===== src/rtl/biquad_scheduler_pkg.sv =====
// Shared types and constants for the biquad scheduler slice.
package biquad_scheduler_pkg;

  localparam int unsigned CHANNEL_COUNT       = 120;
  localparam int unsigned CHANNEL_WIDTH       = 7;
  localparam int unsigned DATA_WIDTH          = 16;
  localparam int unsigned DP_LATENCY_DEFAULT  = 3;
  localparam int unsigned FRAME_WIDTH_DEFAULT = 16;

  typedef logic signed [DATA_WIDTH-1:0] data_t;
  typedef logic [CHANNEL_WIDTH-1:0]     channel_t;

  // Per-channel filter state, w1 in the upper half.
  typedef struct packed {
    data_t w1;
    data_t w2;
  } biquad_state_t;

  typedef enum logic [2:0] {
    INIT,
    IDLE,
    READ,
    ISSUE,
    WAIT,
    WRITE
  } sched_state_t;

  localparam channel_t LAST_CHANNEL = channel_t'(CHANNEL_COUNT - 1);

  // Round-robin successor; CHANNEL_COUNT is not a power of two, so wrap by compare.
  function automatic channel_t next_channel(input channel_t ch);
    return (ch == LAST_CHANNEL) ? '0 : channel_t'(ch + 1'b1);
  endfunction

endpackage


===== src/rtl/biquad_scheduler_if.sv =====
// Sample stream, state RAM and datapath signals of the biquad scheduler.
interface biquad_scheduler_if;
  import biquad_scheduler_pkg::*;

  // Input sample stream
  logic          in_valid;
  logic          in_ready;
  data_t         in_data;
  channel_t      in_channel;
  // State RAM ports
  logic          st_rd_en;
  channel_t      st_rd_addr;
  biquad_state_t st_rd_data;
  logic          st_wr_en;
  channel_t      st_wr_addr;
  biquad_state_t st_wr_data;
  // Shared datapath
  logic          dp_valid;
  data_t         dp_x;
  biquad_state_t dp_st;
  logic          dp_done;
  data_t         dp_y;
  biquad_state_t dp_st_n;
  // Filtered output stream
  logic          out_valid;
  logic          out_ready;
  data_t         out_data;
  channel_t      out_channel;
  logic          out_last;

  // Scheduler side
  modport master (
    input  in_valid, in_data, in_channel,
    output in_ready,
    output st_rd_en, st_rd_addr,
    input  st_rd_data,
    output st_wr_en, st_wr_addr, st_wr_data,
    output dp_valid, dp_x, dp_st,
    input  dp_done, dp_y, dp_st_n,
    output out_valid, out_data, out_channel, out_last,
    input  out_ready
  );

  // Environment side: sample source, state RAM, datapath and sink
  modport slave (
    output in_valid, in_data, in_channel,
    input  in_ready,
    input  st_rd_en, st_rd_addr,
    output st_rd_data,
    input  st_wr_en, st_wr_addr, st_wr_data,
    input  dp_valid, dp_x, dp_st,
    output dp_done, dp_y, dp_st_n,
    input  out_valid, out_data, out_channel, out_last,
    output out_ready
  );

endinterface


===== src/rtl/biquad_scheduler_state_clear_sweep.sv =====
// Address counter that walks every channel once to clear the state RAM after reset.
// Only built when BIQUAD_STATE_CLEAR_EN is defined.
`ifdef BIQUAD_STATE_CLEAR_EN
module biquad_scheduler_state_clear_sweep
  import biquad_scheduler_pkg::*;
(
  input  logic     clk,
  input  logic     rst_n,
  input  logic     en_i,
  output channel_t addr_o,
  output logic     last_o,
  output logic     done_o
);

  channel_t addr_q;
  logic     done_q;

  // Advance one address per enabled cycle; latch done after the last channel.
  always_ff @(posedge clk or negedge rst_n) begin
    if (!rst_n) begin
      addr_q <= '0;
      done_q <= 1'b0;
    end else if (en_i && !done_q) begin
      if (addr_q == LAST_CHANNEL) begin
        done_q <= 1'b1;
      end else begin
        addr_q <= channel_t'(addr_q + 1'b1);
      end
    end
  end

  assign addr_o = addr_q;
  assign last_o = (addr_q == LAST_CHANNEL);
  assign done_o = done_q;

endmodule
`endif


===== src/rtl/biquad_scheduler.sv =====
// Time-multiplexes one biquad datapath across all channels: read state, issue,
// wait for the result, write state back and forward the filtered sample.
// Optional post-reset state RAM clear: define BIQUAD_STATE_CLEAR_EN.
module biquad_scheduler
  import biquad_scheduler_pkg::*;
#(
  parameter int unsigned DP_LATENCY  = DP_LATENCY_DEFAULT,
  parameter int unsigned FRAME_WIDTH = FRAME_WIDTH_DEFAULT
) (
  input  logic                   clk,
  input  logic                   rst_n,
  biquad_scheduler_if.master     bus,
  output logic [FRAME_WIDTH-1:0] frame_cnt,
  output logic                   seq_err
);

  // The scheduler waits on dp_done, so the latency only needs to be in range.
  if ((DP_LATENCY == 0) || (DP_LATENCY > 15)) begin : g_bad_latency
    $error("biquad_scheduler: DP_LATENCY must be 1..15");
  end

  sched_state_t           state_q;
  logic                   in_ready_q;
  logic                   st_rd_en_q;
  channel_t               st_rd_addr_q;
  logic                   st_wr_en_q;
  channel_t               st_wr_addr_q;
  biquad_state_t          st_wr_data_q;
  logic                   dp_valid_q;
  data_t                  data_q;
  channel_t               chan_q;
  logic                   out_valid_q;
  data_t                  out_data_q;
  channel_t               out_channel_q;
  logic                   out_last_q;
  channel_t               exp_ch_q;
  logic [FRAME_WIDTH-1:0] frame_cnt_q;
  logic                   seq_err_q;

`ifdef BIQUAD_STATE_CLEAR_EN
  localparam sched_state_t RESET_STATE = INIT;

  channel_t sweep_addr;
  logic     sweep_last;
  logic     sweep_done;

  biquad_scheduler_state_clear_sweep u_sweep (
    .clk    (clk),
    .rst_n  (rst_n),
    .en_i   ((state_q == INIT) && !sweep_done),
    .addr_o (sweep_addr),
    .last_o (sweep_last),
    .done_o (sweep_done)
  );
`else
  localparam sched_state_t RESET_STATE = IDLE;
`endif

  // Scheduler FSM with registered strobes, output stream and status.
  always_ff @(posedge clk or negedge rst_n) begin
    if (!rst_n) begin
      state_q       <= RESET_STATE;
      in_ready_q    <= 1'b0;
      st_rd_en_q    <= 1'b0;
      st_rd_addr_q  <= '0;
      st_wr_en_q    <= 1'b0;
      st_wr_addr_q  <= '0;
      st_wr_data_q  <= '0;
      dp_valid_q    <= 1'b0;
      data_q        <= '0;
      chan_q        <= '0;
      out_valid_q   <= 1'b0;
      out_data_q    <= '0;
      out_channel_q <= '0;
      out_last_q    <= 1'b0;
      exp_ch_q      <= '0;
      frame_cnt_q   <= '0;
      seq_err_q     <= 1'b0;
    end else begin
      // Strobes are single-cycle unless a state re-asserts them.
      st_rd_en_q <= 1'b0;
      st_wr_en_q <= 1'b0;
      dp_valid_q <= 1'b0;

      unique case (state_q)
        INIT: begin
`ifdef BIQUAD_STATE_CLEAR_EN
          st_wr_en_q   <= 1'b1;
          st_wr_addr_q <= sweep_addr;
          st_wr_data_q <= '0;
          if (sweep_last) begin
            in_ready_q <= 1'b1;
            state_q    <= IDLE;
          end
`else
          state_q <= IDLE;
`endif
        end

        IDLE: begin
          if (in_ready_q && bus.in_valid) begin
            in_ready_q   <= 1'b0;
            data_q       <= bus.in_data;
            chan_q       <= bus.in_channel;
            st_rd_en_q   <= 1'b1;
            st_rd_addr_q <= bus.in_channel;
            exp_ch_q     <= next_channel(bus.in_channel);
            if (bus.in_channel != exp_ch_q) begin
              seq_err_q <= 1'b1;
            end
            state_q <= READ;
          end else begin
            in_ready_q <= 1'b1;
          end
        end

        READ: begin
          dp_valid_q <= 1'b1;
          state_q    <= ISSUE;
        end

        ISSUE: begin
          state_q <= WAIT;
        end

        WAIT: begin
          if (bus.dp_done) begin
            st_wr_en_q    <= 1'b1;
            st_wr_addr_q  <= chan_q;
            st_wr_data_q  <= bus.dp_st_n;
            out_valid_q   <= 1'b1;
            out_data_q    <= bus.dp_y;
            out_channel_q <= chan_q;
            out_last_q    <= (chan_q == LAST_CHANNEL);
            state_q       <= WRITE;
          end
        end

        WRITE: begin
          if (bus.out_ready) begin
            out_valid_q <= 1'b0;
            in_ready_q  <= 1'b1;
            if (out_last_q) begin
              frame_cnt_q <= frame_cnt_q + 1'b1;
            end
            state_q <= IDLE;
          end
        end

        default: begin
          state_q <= IDLE;
        end
      endcase
    end
  end

  assign bus.in_ready    = in_ready_q;
  assign bus.st_rd_en    = st_rd_en_q;
  assign bus.st_rd_addr  = st_rd_addr_q;
  assign bus.st_wr_en    = st_wr_en_q;
  assign bus.st_wr_addr  = st_wr_addr_q;
  assign bus.st_wr_data  = st_wr_data_q;
  assign bus.dp_valid    = dp_valid_q;
  assign bus.dp_x        = data_q;
  // RAM read data arrives in the issue cycle itself, so it is forwarded directly.
  assign bus.dp_st       = bus.st_rd_data;
  assign bus.out_valid   = out_valid_q;
  assign bus.out_data    = out_data_q;
  assign bus.out_channel = out_channel_q;
  assign bus.out_last    = out_last_q;
  assign frame_cnt       = frame_cnt_q;
  assign seq_err         = seq_err_q;

endmodule


===== src/flat_wrapper.sv =====
// flat-port wrapper written by rule: the top's interface ports become plain ports
module biquad_scheduler_flat import biquad_scheduler_pkg::*;
#(
  parameter int unsigned DP_LATENCY  = DP_LATENCY_DEFAULT,
  parameter int unsigned FRAME_WIDTH = FRAME_WIDTH_DEFAULT
)
  (clk, rst_n, frame_cnt, seq_err, bus_in_valid, bus_in_data, bus_in_channel, bus_in_ready, bus_st_rd_en, bus_st_rd_addr, bus_st_rd_data, bus_st_wr_en, bus_st_wr_addr, bus_st_wr_data, bus_dp_valid, bus_dp_x, bus_dp_st, bus_dp_done, bus_dp_y, bus_dp_st_n, bus_out_valid, bus_out_data, bus_out_channel, bus_out_last, bus_out_ready);
  biquad_scheduler_if bus_i ();
  input  logic clk;
  input  logic rst_n;
  output logic [FRAME_WIDTH-1:0] frame_cnt;
  output logic seq_err;
  input wire logic [$bits(bus_i.in_valid)-1:0] bus_in_valid;
  input wire logic [$bits(bus_i.in_data)-1:0] bus_in_data;
  input wire logic [$bits(bus_i.in_channel)-1:0] bus_in_channel;
  output wire logic [$bits(bus_i.in_ready)-1:0] bus_in_ready;
  output wire logic [$bits(bus_i.st_rd_en)-1:0] bus_st_rd_en;
  output wire logic [$bits(bus_i.st_rd_addr)-1:0] bus_st_rd_addr;
  input wire logic [$bits(bus_i.st_rd_data)-1:0] bus_st_rd_data;
  output wire logic [$bits(bus_i.st_wr_en)-1:0] bus_st_wr_en;
  output wire logic [$bits(bus_i.st_wr_addr)-1:0] bus_st_wr_addr;
  output wire logic [$bits(bus_i.st_wr_data)-1:0] bus_st_wr_data;
  output wire logic [$bits(bus_i.dp_valid)-1:0] bus_dp_valid;
  output wire logic [$bits(bus_i.dp_x)-1:0] bus_dp_x;
  output wire logic [$bits(bus_i.dp_st)-1:0] bus_dp_st;
  input wire logic [$bits(bus_i.dp_done)-1:0] bus_dp_done;
  input wire logic [$bits(bus_i.dp_y)-1:0] bus_dp_y;
  input wire logic [$bits(bus_i.dp_st_n)-1:0] bus_dp_st_n;
  output wire logic [$bits(bus_i.out_valid)-1:0] bus_out_valid;
  output wire logic [$bits(bus_i.out_data)-1:0] bus_out_data;
  output wire logic [$bits(bus_i.out_channel)-1:0] bus_out_channel;
  output wire logic [$bits(bus_i.out_last)-1:0] bus_out_last;
  input wire logic [$bits(bus_i.out_ready)-1:0] bus_out_ready;
  assign bus_i.in_valid = bus_in_valid;
  assign bus_i.in_data = bus_in_data;
  assign bus_i.in_channel = bus_in_channel;
  assign bus_in_ready = bus_i.in_ready;
  assign bus_st_rd_en = bus_i.st_rd_en;
  assign bus_st_rd_addr = bus_i.st_rd_addr;
  assign bus_i.st_rd_data = bus_st_rd_data;
  assign bus_st_wr_en = bus_i.st_wr_en;
  assign bus_st_wr_addr = bus_i.st_wr_addr;
  assign bus_st_wr_data = bus_i.st_wr_data;
  assign bus_dp_valid = bus_i.dp_valid;
  assign bus_dp_x = bus_i.dp_x;
  assign bus_dp_st = bus_i.dp_st;
  assign bus_i.dp_done = bus_dp_done;
  assign bus_i.dp_y = bus_dp_y;
  assign bus_i.dp_st_n = bus_dp_st_n;
  assign bus_out_valid = bus_i.out_valid;
  assign bus_out_data = bus_i.out_data;
  assign bus_out_channel = bus_i.out_channel;
  assign bus_out_last = bus_i.out_last;
  assign bus_i.out_ready = bus_out_ready;
  biquad_scheduler #(.DP_LATENCY(DP_LATENCY), .FRAME_WIDTH(FRAME_WIDTH)) u_core (.clk(clk), .rst_n(rst_n), .bus(bus_i), .frame_cnt(frame_cnt), .seq_err(seq_err));
endmodule

===== config.mk =====
export PLATFORM = sky130hd
export DESIGN_NAME = biquad_scheduler_flat
export DESIGN_NICKNAME = d
export VERILOG_FILES = /design/src/rtl/biquad_scheduler_pkg.sv /design/src/rtl/biquad_scheduler_if.sv /design/src/rtl/biquad_scheduler_state_clear_sweep.sv /design/src/rtl/biquad_scheduler.sv /design/src/flat_wrapper.sv
export SDC_FILE = /design/constraint.sdc
export NUM_CORES = 1
export LEC_CHECK = 0
export ABC_AREA = 1
export BUFFER_PORTS_ARGS = -buffer_cell sky130_fd_sc_hd__buf_2
export CAP_MARGIN = 20
export CORE_MARGIN = 2
export CORE_UTILIZATION = 46
export DETAILED_ROUTE_END_ITERATION = 10
export GPL_ROUTABILITY_DRIVEN = 0
export GPL_TIMING_DRIVEN = 0
export PLACE_DENSITY = 0.9
export SYNTH_ARGS = -nofsm -noshare
export SYNTH_HDL_FRONTEND = slang
export SYNTH_SLANG_ARGS = --single-unit

===== constraint.sdc =====
create_clock -name clk -period 1.82 [get_ports clk]
set_input_delay 0.364 -clock clk [delete_from_list [all_inputs] [get_ports clk]]
set_output_delay 0.364 -clock clk [all_outputs]
set_load 0.01 [all_outputs]

# Word-level counts from Yosys, hierarchy flattened
# Cells that the tools add are included.
# totals
regBits,111
input_bits,108
out_inout_bits,140
word_cells,55
# op_classes
addsub,2
eq_ne,11
mux,16
n_reduce_logical,10
# op_table
operator,count
16-bit by 1-bit adder with 16-bit output (second input constant),1
3-bit one-hot mux with 5 select lines,1
7-bit equality test (second input constant),2
3-bit AND reduction,4
1-bit two-way mux,9
3-bit two-way mux,3
7-bit by 1-bit adder with 7-bit output (second input constant),1
7-bit two-way mux,1
7-bit inequality test,1
3-bit by 2-bit equality test with 1-bit output (second input constant),2
3-bit equality test (second input constant),2
2-bit AND reduction,3
2-bit inequality test (second input constant),2
1-bit one-hot mux with 2 select lines,2
2-bit nonzero test,2
3-bit by 1-bit equality test with 1-bit output (second input constant),1
2-bit by 1-bit inequality test with 1-bit output (second input constant),1
1-bit logical AND,1

# Longest topological paths before layout
# logic_depth
ltp_word,3
ltp_mapped,8
mapped_depth_nobuf,8

# Worst setup path after synthesis
# No wires, ideal clock.
# synth_timing
path_type,register to register
startpoint,reg u_core.state_q[0]
endpoint,reg u_core.frame_cnt_q[4] (netlist: u_core.frame_cnt[4])
setup_time_ns,0.126
arrival_ns,1.192
required_ns,1.694
path_slack_ns,0.501
stages_incl_launch_ff,6
path_buffers,1
synth_period_minus_slack_ns,1.319
path_cell_list,dfstp_2 > nand4_2 > nor2_4 > buf_6 > nand2_1 > xnor2_1
# synth_between
elab_chain_cells,2
# synth_lines
element,line,source
"start, declared",biquad_scheduler.sv:22,sched_state_t state_q;
"start signal, assigned",biquad_scheduler.sv:62,state_q <= RESET_STATE;
"start signal, assigned",biquad_scheduler.sv:96,state_q <= IDLE;
"start signal, assigned",biquad_scheduler.sv:111,state_q <= READ;
3-bit equality test,biquad_scheduler.sv:85,unique case (state_q)
3-bit AND reduction (no line),-,
"end signal, assigned",biquad_scheduler.sv:144,frame_cnt_q <= frame_cnt_q + 1'b1;
"end, declared",biquad_scheduler.sv:37,logic [FRAME_WIDTH-1:0] frame_cnt_q;
# Every way passes these cells.
# A chain may end at the register's enable or synchronous reset.

# Final worst setup path
# layout_timing
startpoint,reg u_core.state_q[0]
endpoint,reg u_core.exp_ch_q[4]
# layout_between
elab_chain_cells,2
# layout_lines
element,line,source
3-bit by 1-bit equality test with 1-bit output,biquad_scheduler.sv:85,
2-bit AND reduction (no line),-,
"end signal, assigned",biquad_scheduler.sv:107,exp_ch_q <= next_channel(bus.in_channel);
"end, declared",biquad_scheduler.sv:36,channel_t exp_ch_q;
# Every way passes these cells.

==> metrics <==
status complete, no violations; die area 11800 um^2; peak supply drop 0.000739 V; row count 38; Via Count 4503; Die H 108 um; Total Power 8660 uW; WP data arrival 1.81 ns; worst hold margin 0.0559 ns; GRT overflow 0; WL/cell 12.6 um; Inst Count DP 956; vias in the first global route 4082; post-cts sizing count 0; largest net degree at the start of global routing 61; Synth area leader dfrtp_1; synthesized area per cell 8.34 um^2; RSZ-0062 raised after global routing false; via/cell ratio 4.63; clock-pin slew of the registers on the worst-case setup and hold paths 0.11 ns; max-slew violations 0; Tmin final 1.57 ns; worst-margin pin slew 0.793 ns; Ports 248; clk sinks 111; Max Freq 0.637 GHz; initial DRC count 246; worst skew pair latency 0.37 ns; Layout Nets 937; post-CTS setup buffer count 0; power per cell area 1340 nW/um^2; # port buffers 214; fillers 1001; Chip Width 108 um; number of synthesized register bits 111; sequential area share after synthesis 55.4%; Setup Skew 0.0106 ns; Initial Util 46.7%; top cells by area, synth dfrtp_1, nand2_1, buf_4; Synth top area share 54.9%; initial antenna violation count 0; Setup crit end kind flip-flop; Worst EP required 2.06 ns; final cell count without fillers 972; Routed Antenna Nets 0; final wirelength 12300 um; crit-path max FO 10; final core utilization 60.3%; share of layout cells above drive strength 1 35.3%; final setup fails 0; first-pass GRT wire length 18900 um; Distinct cells, synth 28; HP Class in2async; Max-Cap Viols 0; commonest non-fill, non-tap cell in the layout nand2_1; clk buf depth 2; CP Launch Point u_core.state_q[0]; # hold bufs at CTS 0; Mapped Nets 711; CP Launch Type flip-flop; clock root cell clkbuf_8; Mapped Cells 601; H-tree Lvls 3; core area 10700 um^2; Inserted Diodes 0; Area growth syn-to-layout 29.2%; Final Hold Viols 0; Synth Cell Area 5010 um^2; drt first pass iters 4; final worst-path cycle share 86.3%; Rel. slew slack 47.1%; crit path kind reg2reg; total track usage 20.4%; Setup TNS 0 ns; Yosys Warn Count 0; RR Startpoint u_core.state_q[0]; P_leak 0.00379 uW; CTS tree done; drt drc 0; CTS buffer count 9; HPWL Detailed 9390 um; most frequent cells in the layout nand2_1, buf_2, dfrtp_1
## synthesized netlist by cell type (all sizes together)
cell    count
nand2     301
dfrtp     110
buf        53
inv        39
nand3      20
nor2       20
o21ai      13
nand4      12
xnor2       7
clkbuf      5
xor2        5
nor3        3
o21a        3
o22ai       3
ha          2
a21oi       1
dfstp       1
nand3b      1
o21bai      1
o31ai       1
## cell families (layout without fill, tap and decap cells)
family	after synthesis	count (layout)	share of synthesized area (%)
compound gates	22	22	2.52
xor+xnor	12	12	2.10
fa+ha+maj	2	2	0.499
buf+inv	97	328	10.8
flops	111	111	55.4
simple gates	357	357	28.6
## flip-flops by register name, indices dropped and copies added, names as in the netlist
register / count
u_core.bus.st_wr_data: 32
u_core.bus.dp_x: 16
u_core.bus.out_data: 16
u_core.frame_cnt: 16
u_core.bus.out_channel: 7
u_core.chan_q: 7
u_core.exp_ch_q: 7
u_core.state_q: 3
u_core.bus.dp_valid: 1
u_core.bus.in_ready: 1
u_core.bus.out_last: 1
u_core.bus.out_valid: 1
u_core.bus.st_rd_en: 1
u_core.bus.st_wr_en: 1
u_core.seq_err: 1
## per-layer routing
metal	vias up	part of all wire, %	track usage (%)	wire (um)
li1	2258	-	-	-
met1	2073	43	25.8	5300
met2	154	49	34.5	6010
met3	18	6.4	4.82	783
met4	0	1.4	6.59	175
met5	-	0	0	0
## power by group
group | switching (uW) | internal (uW)
combinational | 1870 | 1390
sequential | 594 | 3390
clock | 858 | 560
total | 3320 | 5340
## stage by stage
| step | setup WS (ns) | cell area, um^2 |
|---|---|---|
| floorplan | 0.501 | 5010 |
| global placement | -0.872 | 6260 |
| detailed placement | 0.257 | 6290 |
| CTS | 0.239 | 6480 |
| global route | 0.111 | 6480 |
| finish | 0.250 | 6480 |
## worst paths after layout
kind / endpoint / slack (ns) / cells past startpoint
worst min-delay path: u_core.frame_cnt[7] / 0.06 / 1
worst min register to register: u_core.seq_err / 0.47 / 2
worst max register to register: u_core.exp_ch_q[4] / 0.25 / 4
max in group asynchronous: u_core.bus.st_wr_data[19] / 1.05 / 2
min in group clk: u_core.bus.st_wr_data[17] / 0.18 / 3
worst max-delay path: u_core.exp_ch_q[4] / 0.25 / 4
## worst max-delay path: stages (launching register included)
cell and delay, ns:
dfstp_2 0.63, nand3_2 0.14, nor2_4 0.27, buf_2 0.29, o22ai_1 0.10
## cell type report
cell class / instances / area (um^2) / share of cell area, %
Sequential cell: 111 / 2780 / 42.9
Clock buffer: 10 / 138 / 2.12
Buffer: 58 / 395 / 6.10
Timing Repair Buffer: 215 / 1100 / 17.0
Inverter: 39 / 146 / 2.26
Clock inverter: 6 / 52.6 / 0.811
Multi-Input combinational cell: 393 / 1690 / 26.1
Tap cell: 140 / 175 / 2.70
(Power assumes the default switching activity.)
